--- config.mk ---
export PLATFORM = sky130hd
export DESIGN_NAME = ypbpr_to_rgb
export DESIGN_NICKNAME = d
export VERILOG_FILES = /design/src/rtl/ypbpr_pkg.sv /design/src/rtl/sync_delay.sv /design/src/rtl/ypbpr_to_rgb.sv
export SDC_FILE = /design/constraint.sdc
export NUM_CORES = 1
export LEC_CHECK = 0
export BUFFER_PORTS_ARGS = -buffer_cell sky130_fd_sc_hd__buf_2
export CAP_MARGIN = 20
export CORE_MARGIN = 1
export CORE_UTILIZATION = 50
export CTS_CLUSTER_SIZE = 25
export DETAILED_ROUTE_END_ITERATION = 6
export PLACE_DENSITY_LB_ADDON = 0.15
export SLEW_MARGIN = 25
export SYNTH_ARGS = -nofsm -noshare
export SYNTH_HDL_FRONTEND = slang
export SYNTH_HIERARCHICAL = 1
export SYNTH_SLANG_ARGS = --single-unit
export TNS_END_PERCENT = 10
--- constraint.sdc ---
create_clock -name clk -period 11.57 [get_ports clk]
set_input_delay 2.8925 -clock clk [delete_from_list [all_inputs] [get_ports clk]]
set_output_delay 2.8925 -clock clk [all_outputs]
set_load 0.03 [all_outputs]
--- src/rtl/ypbpr_pkg.sv ---
// rtl/ypbpr_pkg.sv - shared constants and helpers for the YPbPr to RGB converter
//
// Holds the x256 fixed-point colour coefficients, the chroma offset, the
// rounding term, the fixed pipeline depth and the intermediate sum width.
// clamp8() turns a x256 fixed-point sum into a saturated 8-bit component.

package ypbpr_pkg;

    localparam int KR         = 359;  // 1.402 * 256
    localparam int KGB        = 88;   // 0.344 * 256
    localparam int KGR        = 183;  // 0.714 * 256
    localparam int KB         = 454;  // 1.772 * 256
    localparam int CHROMA_OFS = 128;
    localparam int ROUND      = 128;  // half an LSB after the >>8
    localparam int LATENCY    = 4;
    localparam int IW         = 19;

    // Drop the 8 fractional bits (floor) and saturate to 0..255.
    function automatic logic [7:0] clamp8(input logic signed [IW-1:0] sum);
        logic signed [IW-1:0] t;
        t = sum >>> 8;
        if (t < 0) begin
            return 8'h00;
        end else if (t > 255) begin
            return 8'hff;
        end
        return t[7:0];
    endfunction

endpackage

--- src/rtl/sync_delay.sv ---
// rtl/sync_delay.sv - fixed-depth shift register with per-bit reset value
//
// Ports:
//   clk     - rising-edge clock
//   reset_n - synchronous active-low reset, loads every stage with RST_VAL
//   din     - WIDTH-bit input
//   dout    - din delayed by DEPTH cycles

module sync_delay #(
    parameter int               WIDTH   = 1,
    parameter int               DEPTH   = 1,
    parameter logic [WIDTH-1:0] RST_VAL = '0
) (
    input  logic             clk,
    input  logic             reset_n,
    input  logic [WIDTH-1:0] din,
    output logic [WIDTH-1:0] dout
);

    logic [WIDTH-1:0] stage_q [DEPTH];
    logic [WIDTH-1:0] stage_d [DEPTH];

    always_comb begin
        stage_d[0] = din;
        for (int i = 1; i < DEPTH; i++) begin
            stage_d[i] = stage_q[i-1];
        end
    end

    always_ff @(posedge clk) begin
        if (!reset_n) begin
            for (int i = 0; i < DEPTH; i++) begin
                stage_q[i] <= RST_VAL;
            end
        end else begin
            stage_q <= stage_d;
        end
    end

    assign dout = stage_q[DEPTH-1];

endmodule

--- src/rtl/ypbpr_to_rgb.sv ---
// rtl/ypbpr_to_rgb.sv - 4-stage YPbPr to RGB converter with bypass and sync alignment
//
// Ports:
//   clk      - rising-edge clock
//   reset_n  - synchronous active-low reset
//   bypass   - pass din through unconverted (takes effect only between lines)
//   csync    - composite sync, active-low, timed with din
//   de       - data enable, timed with din
//   din      - {pr, y, pb}, 8 bits each, chroma offset 128
//   dout     - {r, g, b}, LATENCY cycles after din
//   csync_o  - csync delayed LATENCY cycles
//   de_o     - de delayed LATENCY cycles
//
// Stages: 1 offset removal, 2 products, 3 sums with rounding, 4 shift and clamp.

module ypbpr_to_rgb #(
    parameter bit BLANK_ZERO = 1'b1,
    parameter int LATENCY    = ypbpr_pkg::LATENCY
) (
    input  logic        clk,
    input  logic        reset_n,
    input  logic        bypass,
    input  logic        csync,
    input  logic        de,
    input  logic [23:0] din,
    output logic [23:0] dout,
    output logic        csync_o,
    output logic        de_o
);

    import ypbpr_pkg::*;

    if (LATENCY != ypbpr_pkg::LATENCY) begin : g_bad_latency
        $error("ypbpr_to_rgb: LATENCY is fixed at 4");
    end

    logic signed [8:0]    y_q, y_d, cb_q, cb_d, cr_q, cr_d;
    logic signed [IW-1:0] ysh_q, ysh_d, kr_q, kr_d, kgb_q, kgb_d;
    logic signed [IW-1:0] kgr_q, kgr_d, kb_q, kb_d;
    logic signed [IW-1:0] r_sum_q, r_sum_d, g_sum_q, g_sum_d, b_sum_q, b_sum_d;
    logic [23:0]          rgb_q, rgb_d;
    logic [23:0]          din_pipe_q [LATENCY];
    logic [23:0]          din_pipe_d [LATENCY];
    logic                 mode_act_q, mode_act_d;
    logic [2:0]           dly_out;
    logic                 mode_o;

    always_comb begin
        // Stage 1: Y zero-extended, chroma re-centred around zero.
        y_d  = $signed({1'b0, din[15:8]});
        cb_d = 9'($signed({1'b0, din[7:0]}) - CHROMA_OFS);
        cr_d = 9'($signed({1'b0, din[23:16]}) - CHROMA_OFS);

        // Stage 2: products in x256 fixed point.
        ysh_d = IW'(y_q) <<< 8;
        kr_d  = IW'(cr_q * KR);
        kgb_d = IW'(cb_q * KGB);
        kgr_d = IW'(cr_q * KGR);
        kb_d  = IW'(cb_q * KB);

        // Stage 3: sums with rounding term.
        r_sum_d = IW'(ysh_q + kr_q + ROUND);
        g_sum_d = IW'(ysh_q - kgb_q - kgr_q + ROUND);
        b_sum_d = IW'(ysh_q + kb_q + ROUND);

        // Stage 4: shift and saturate.
        rgb_d = {clamp8(r_sum_q), clamp8(g_sum_q), clamp8(b_sum_q)};

        // Raw pixel follows the arithmetic so bypass output lines up with it.
        din_pipe_d[0] = din;
        for (int i = 1; i < LATENCY; i++) begin
            din_pipe_d[i] = din_pipe_q[i-1];
        end

        // Mode may only change while blanked so a line is never split.
        mode_act_d = de ? mode_act_q : bypass;
    end

    always_ff @(posedge clk) begin
        if (!reset_n) begin
            y_q        <= '0;
            cb_q       <= '0;
            cr_q       <= '0;
            ysh_q      <= '0;
            kr_q       <= '0;
            kgb_q      <= '0;
            kgr_q      <= '0;
            kb_q       <= '0;
            r_sum_q    <= '0;
            g_sum_q    <= '0;
            b_sum_q    <= '0;
            rgb_q      <= '0;
            mode_act_q <= 1'b0;
            for (int i = 0; i < LATENCY; i++) begin
                din_pipe_q[i] <= '0;
            end
        end else begin
            y_q        <= y_d;
            cb_q       <= cb_d;
            cr_q       <= cr_d;
            ysh_q      <= ysh_d;
            kr_q       <= kr_d;
            kgb_q      <= kgb_d;
            kgr_q      <= kgr_d;
            kb_q       <= kb_d;
            r_sum_q    <= r_sum_d;
            g_sum_q    <= g_sum_d;
            b_sum_q    <= b_sum_d;
            rgb_q      <= rgb_d;
            mode_act_q <= mode_act_d;
            din_pipe_q <= din_pipe_d;
        end
    end

    // Reset value: csync inactive (1), de 0, convert mode.
    sync_delay #(
        .WIDTH   (3),
        .DEPTH   (LATENCY),
        .RST_VAL (3'b100)
    ) u_sync_delay (
        .clk     (clk),
        .reset_n (reset_n),
        .din     ({csync, de, mode_act_q}),
        .dout    (dly_out)
    );

    assign csync_o = dly_out[2];
    assign de_o    = dly_out[1];
    assign mode_o  = dly_out[0];

    assign dout = (BLANK_ZERO && !de_o) ? 24'h000000
                : (mode_o ? din_pipe_q[LATENCY-1] : rgb_q);

endmodule
==> summary.txt <==
Status: complete, no violations
Die ar.: 0.0264 mm2
Area leader, netlist: dfxtp_1
Critical path launch point type: register
PD cells: 183 mW/mm2
MaxCap Viol Count: 0
Pin count of the biggest net entering global routing: 91
Max Fclk: 0.196 GHz
Worst Tran Pin Value: 0.790 ns
Maximum vdd drop: 0.105 mV
Top-area cell type share of the netlist area: 0.345
Final Hold Viols: 0
Commonest non-fill, non-tap cell in the layout: dfxtp_1
Cts repair resizes: 0
Area delta synth->final: 10.9%
Hold_buf cts: 0
Commonest cells after routing, fill and taps aside: dfxtp_1, inv_1, ha_1, nor2_1, and2_1
Antenna violations before repair: 0
Vias: 8,448
Initial Utilization: 0.511
Ant diodes: 0
Critical path class: register to register
Cells after synthesis: 1,332
Leak Pwr: 6.81 nW
Die Y: 162 um
Slew HR: 0.473
I/O Pins: 55
Total GRT Usage: 0.192
Vias in the first global route: 8,143
Kind of cell adding the most delay to the critical path: adder cells
Post-synthesis cell area: 0.0129 mm2
Syn. warnings: 6
Ys flop type: dfxtp_1
Fraction of the yosys area taken by sequential cells: 0.345
Wire length per cell: 14.0 um
Dominant cells by area after synthesis: dfxtp_1, ha_1, fa_1
TritonCTS Buffers: 25
Fraction of layout cells with a size suffix above 1: 0.0784
RePlAce Congestion: 0.864
Die width: 162 um
Crit path required time: 12.02 ns
Clock slew at reported path FFs: 0.07 ns
Routed vias/inst: 4.87
Syn_area_per_cell: 9.66 um2
DR pass1 iterations: 4
Post-Route Utilization: 0.566
Post-synthesis register bit count: 222
Worst-case clock buffer depth: 3
Post-Route Setup TNS: 0 ns
Crit path time final: 5.10 ns
Wire length of the first global-routing pass: 40,500 um
Max-slew violation count: 0
Final Cycle Share: 0.441
H-tree depth reported by CTS: 1
Std-Cell Rows: 58
Antenna viol nets, final: 0
Critical path fanouts, max: 17
Unrepaired setup endpoints after global routing: no
Worst skew pair latency: 0.52 ns
Nets@finish: 1,660
Core Box Area: 0.0252 mm2
Async set-reset flop share out of synthesis: 0
Clock root buffer: clkbuf_16
Critical path cell sequence: inv_1 -> ha_1 -> ha_1 -> fa_1 -> fa_1 -> fa_1 -> ha_1 -> or3_1 -> nor3_1 -> o21a_1 -> o21ai_0 -> a21oi_1 -> mux2i_1
Count of flip-flops with a built-in enable after synthesis: 0
Number of setup buffers added after CTS: 0
Worst Skew: 0.0117 ns
Cell variety after synth: 57
Worst stage delay on the critical path: 0.83 ns
Slowest-stage cell, CP: dfxtp_1
Critical path endpoint category: register
Class of the worst hold path: register to register
Final setup vio count: 0
Port bufs: 54
Post-DP HPWL: 18,700 um
1st-iter DRT viols: 393
CP Data Arrival Time: 5.55 ns
Total wire length: 24,300 um
Crit path buf inv count: 1
Grt ovf: 0
Net count after synthesis: 1,608
CTS tree: built
TritonCTS Sinks: 222
Residual DRC: 0
cells by family (layout without fill, tap and decap cells):
logic type | Yosys count | count (layout) | share of synthesized area
mux | 35 | 35 | 0.0272
compound gates | 187 | 187 | 0.0944
xor+xnor | 61 | 61 | 0.0415
buf+inv | 221 | 292 | 0.0652
flops | 222 | 222 | 0.345
simple gates | 359 | 359 | 0.146
fa+ha+maj | 247 | 247 | 0.280
Yosys cell counts, drive strengths merged (4+ instances only):
cell / instances
nand3: 4
o21a: 40
nor3b: 6
nand4: 4
dfxtp: 222
nor3: 27
o21ai: 37
nor2: 108
fa: 69
clkbuf: 29
a21oi: 52
nor2b: 32
and2: 104
nand2b: 15
xnor2: 41
and3: 4
inv: 187
buf: 4
o21bai: 5
or3: 7
xor2: 20
nand2: 33
a21o: 19
ha: 178
or2: 8
mux2i: 35
a211oi: 6
routing by layer:
metal  vias up  part of all wire  wire length, um  GRT usage
li1       4433                 -                -          -
met1      3843              0.52            12700      0.278
met2       146              0.42            10200      0.299
met3        26             0.045             1090     0.0303
met4         0             0.014              349     0.0407
met5         -                 0                0          0
final timing paths:
path                            slack, ns                               to  depth (start not counted)                                from
worst max-delay path                 6.47              kr_q[18]$_SDFF_PN0_                         13                  cr_q[7]$_SDFF_PN0_
worst min-delay path                 0.41  u_sync_delay/dout[2]$_SDFF_PN1_                          1  u_sync_delay/stage_d[2]$_SDFF_PN1_
worst max register to register       6.47              kr_q[18]$_SDFF_PN0_                         13                  cr_q[7]$_SDFF_PN0_
worst min register to register       0.41  u_sync_delay/dout[2]$_SDFF_PN1_                          1  u_sync_delay/stage_d[2]$_SDFF_PN1_
layout make-up:
type	count	area, um2
fillers	2279	10900
multi-input cells	889	7580
flip-flops and latches	222	4440
inverters	188	706
clock buffers	32	672
well taps	330	413
repair buffers	58	303
clock inverters	14	144
registers in the layout, indices dropped and copies added (netlist names), 7 cells and up:
register	flops
rgb_q	24
b_sum_q	12
u_sync_delay/stage_d	9
cb_q	8
din_pipe_q	24
cr_q	8
kgr_q	16
kr_q	14
y_q	7
g_sum_q	11
r_sum_q	12
din_pipe_d	47
kb_q	12
kgb_q	14
metrics by stage:
step | cells | setup slack, ns | instance area, um2 | power [mW] | hold slack [ns]
after floorplan | 1332 | 7.03 | 12900 | 1.64 | 0.386
after global placement | 1687 | 6.59 | 13400 | 1.83 | 0.391
after detailed placement | 1687 | 6.47 | 13400 | 1.85 | 0.403
after CTS | 1733 | 6.45 | 14300 | 2.64 | 0.418
after global routing | 1733 | 6.08 | 14300 | 2.81 | 0.430
final | 1733 | 6.47 | 14300 | 2.61 | 0.411
worst register-to-register path: stages (launching register included):
cell,delay (ns)
dfxtp_1,0.83
inv_1,0.33
ha_1,0.55
ha_1,0.23
fa_1,0.44
fa_1,0.59
fa_1,0.44
ha_1,0.23
or3_1,0.36
nor3_1,0.25
o21a_1,0.24
o21ai_0,0.14
a21oi_1,0.20
mux2i_1,0.18
power breakdown:
group	leakage (nW)	total, mW	internal (mW)	switching [mW]
Combinational	4.58	0.923	0.402	0.522
Sequential	1.83	0.919	0.876	0.0429
Clock	0.399	0.771	0.460	0.312
Total	6.81	2.61	1.74	0.876
No activity file was read; power rests on OpenSTA's default activity.
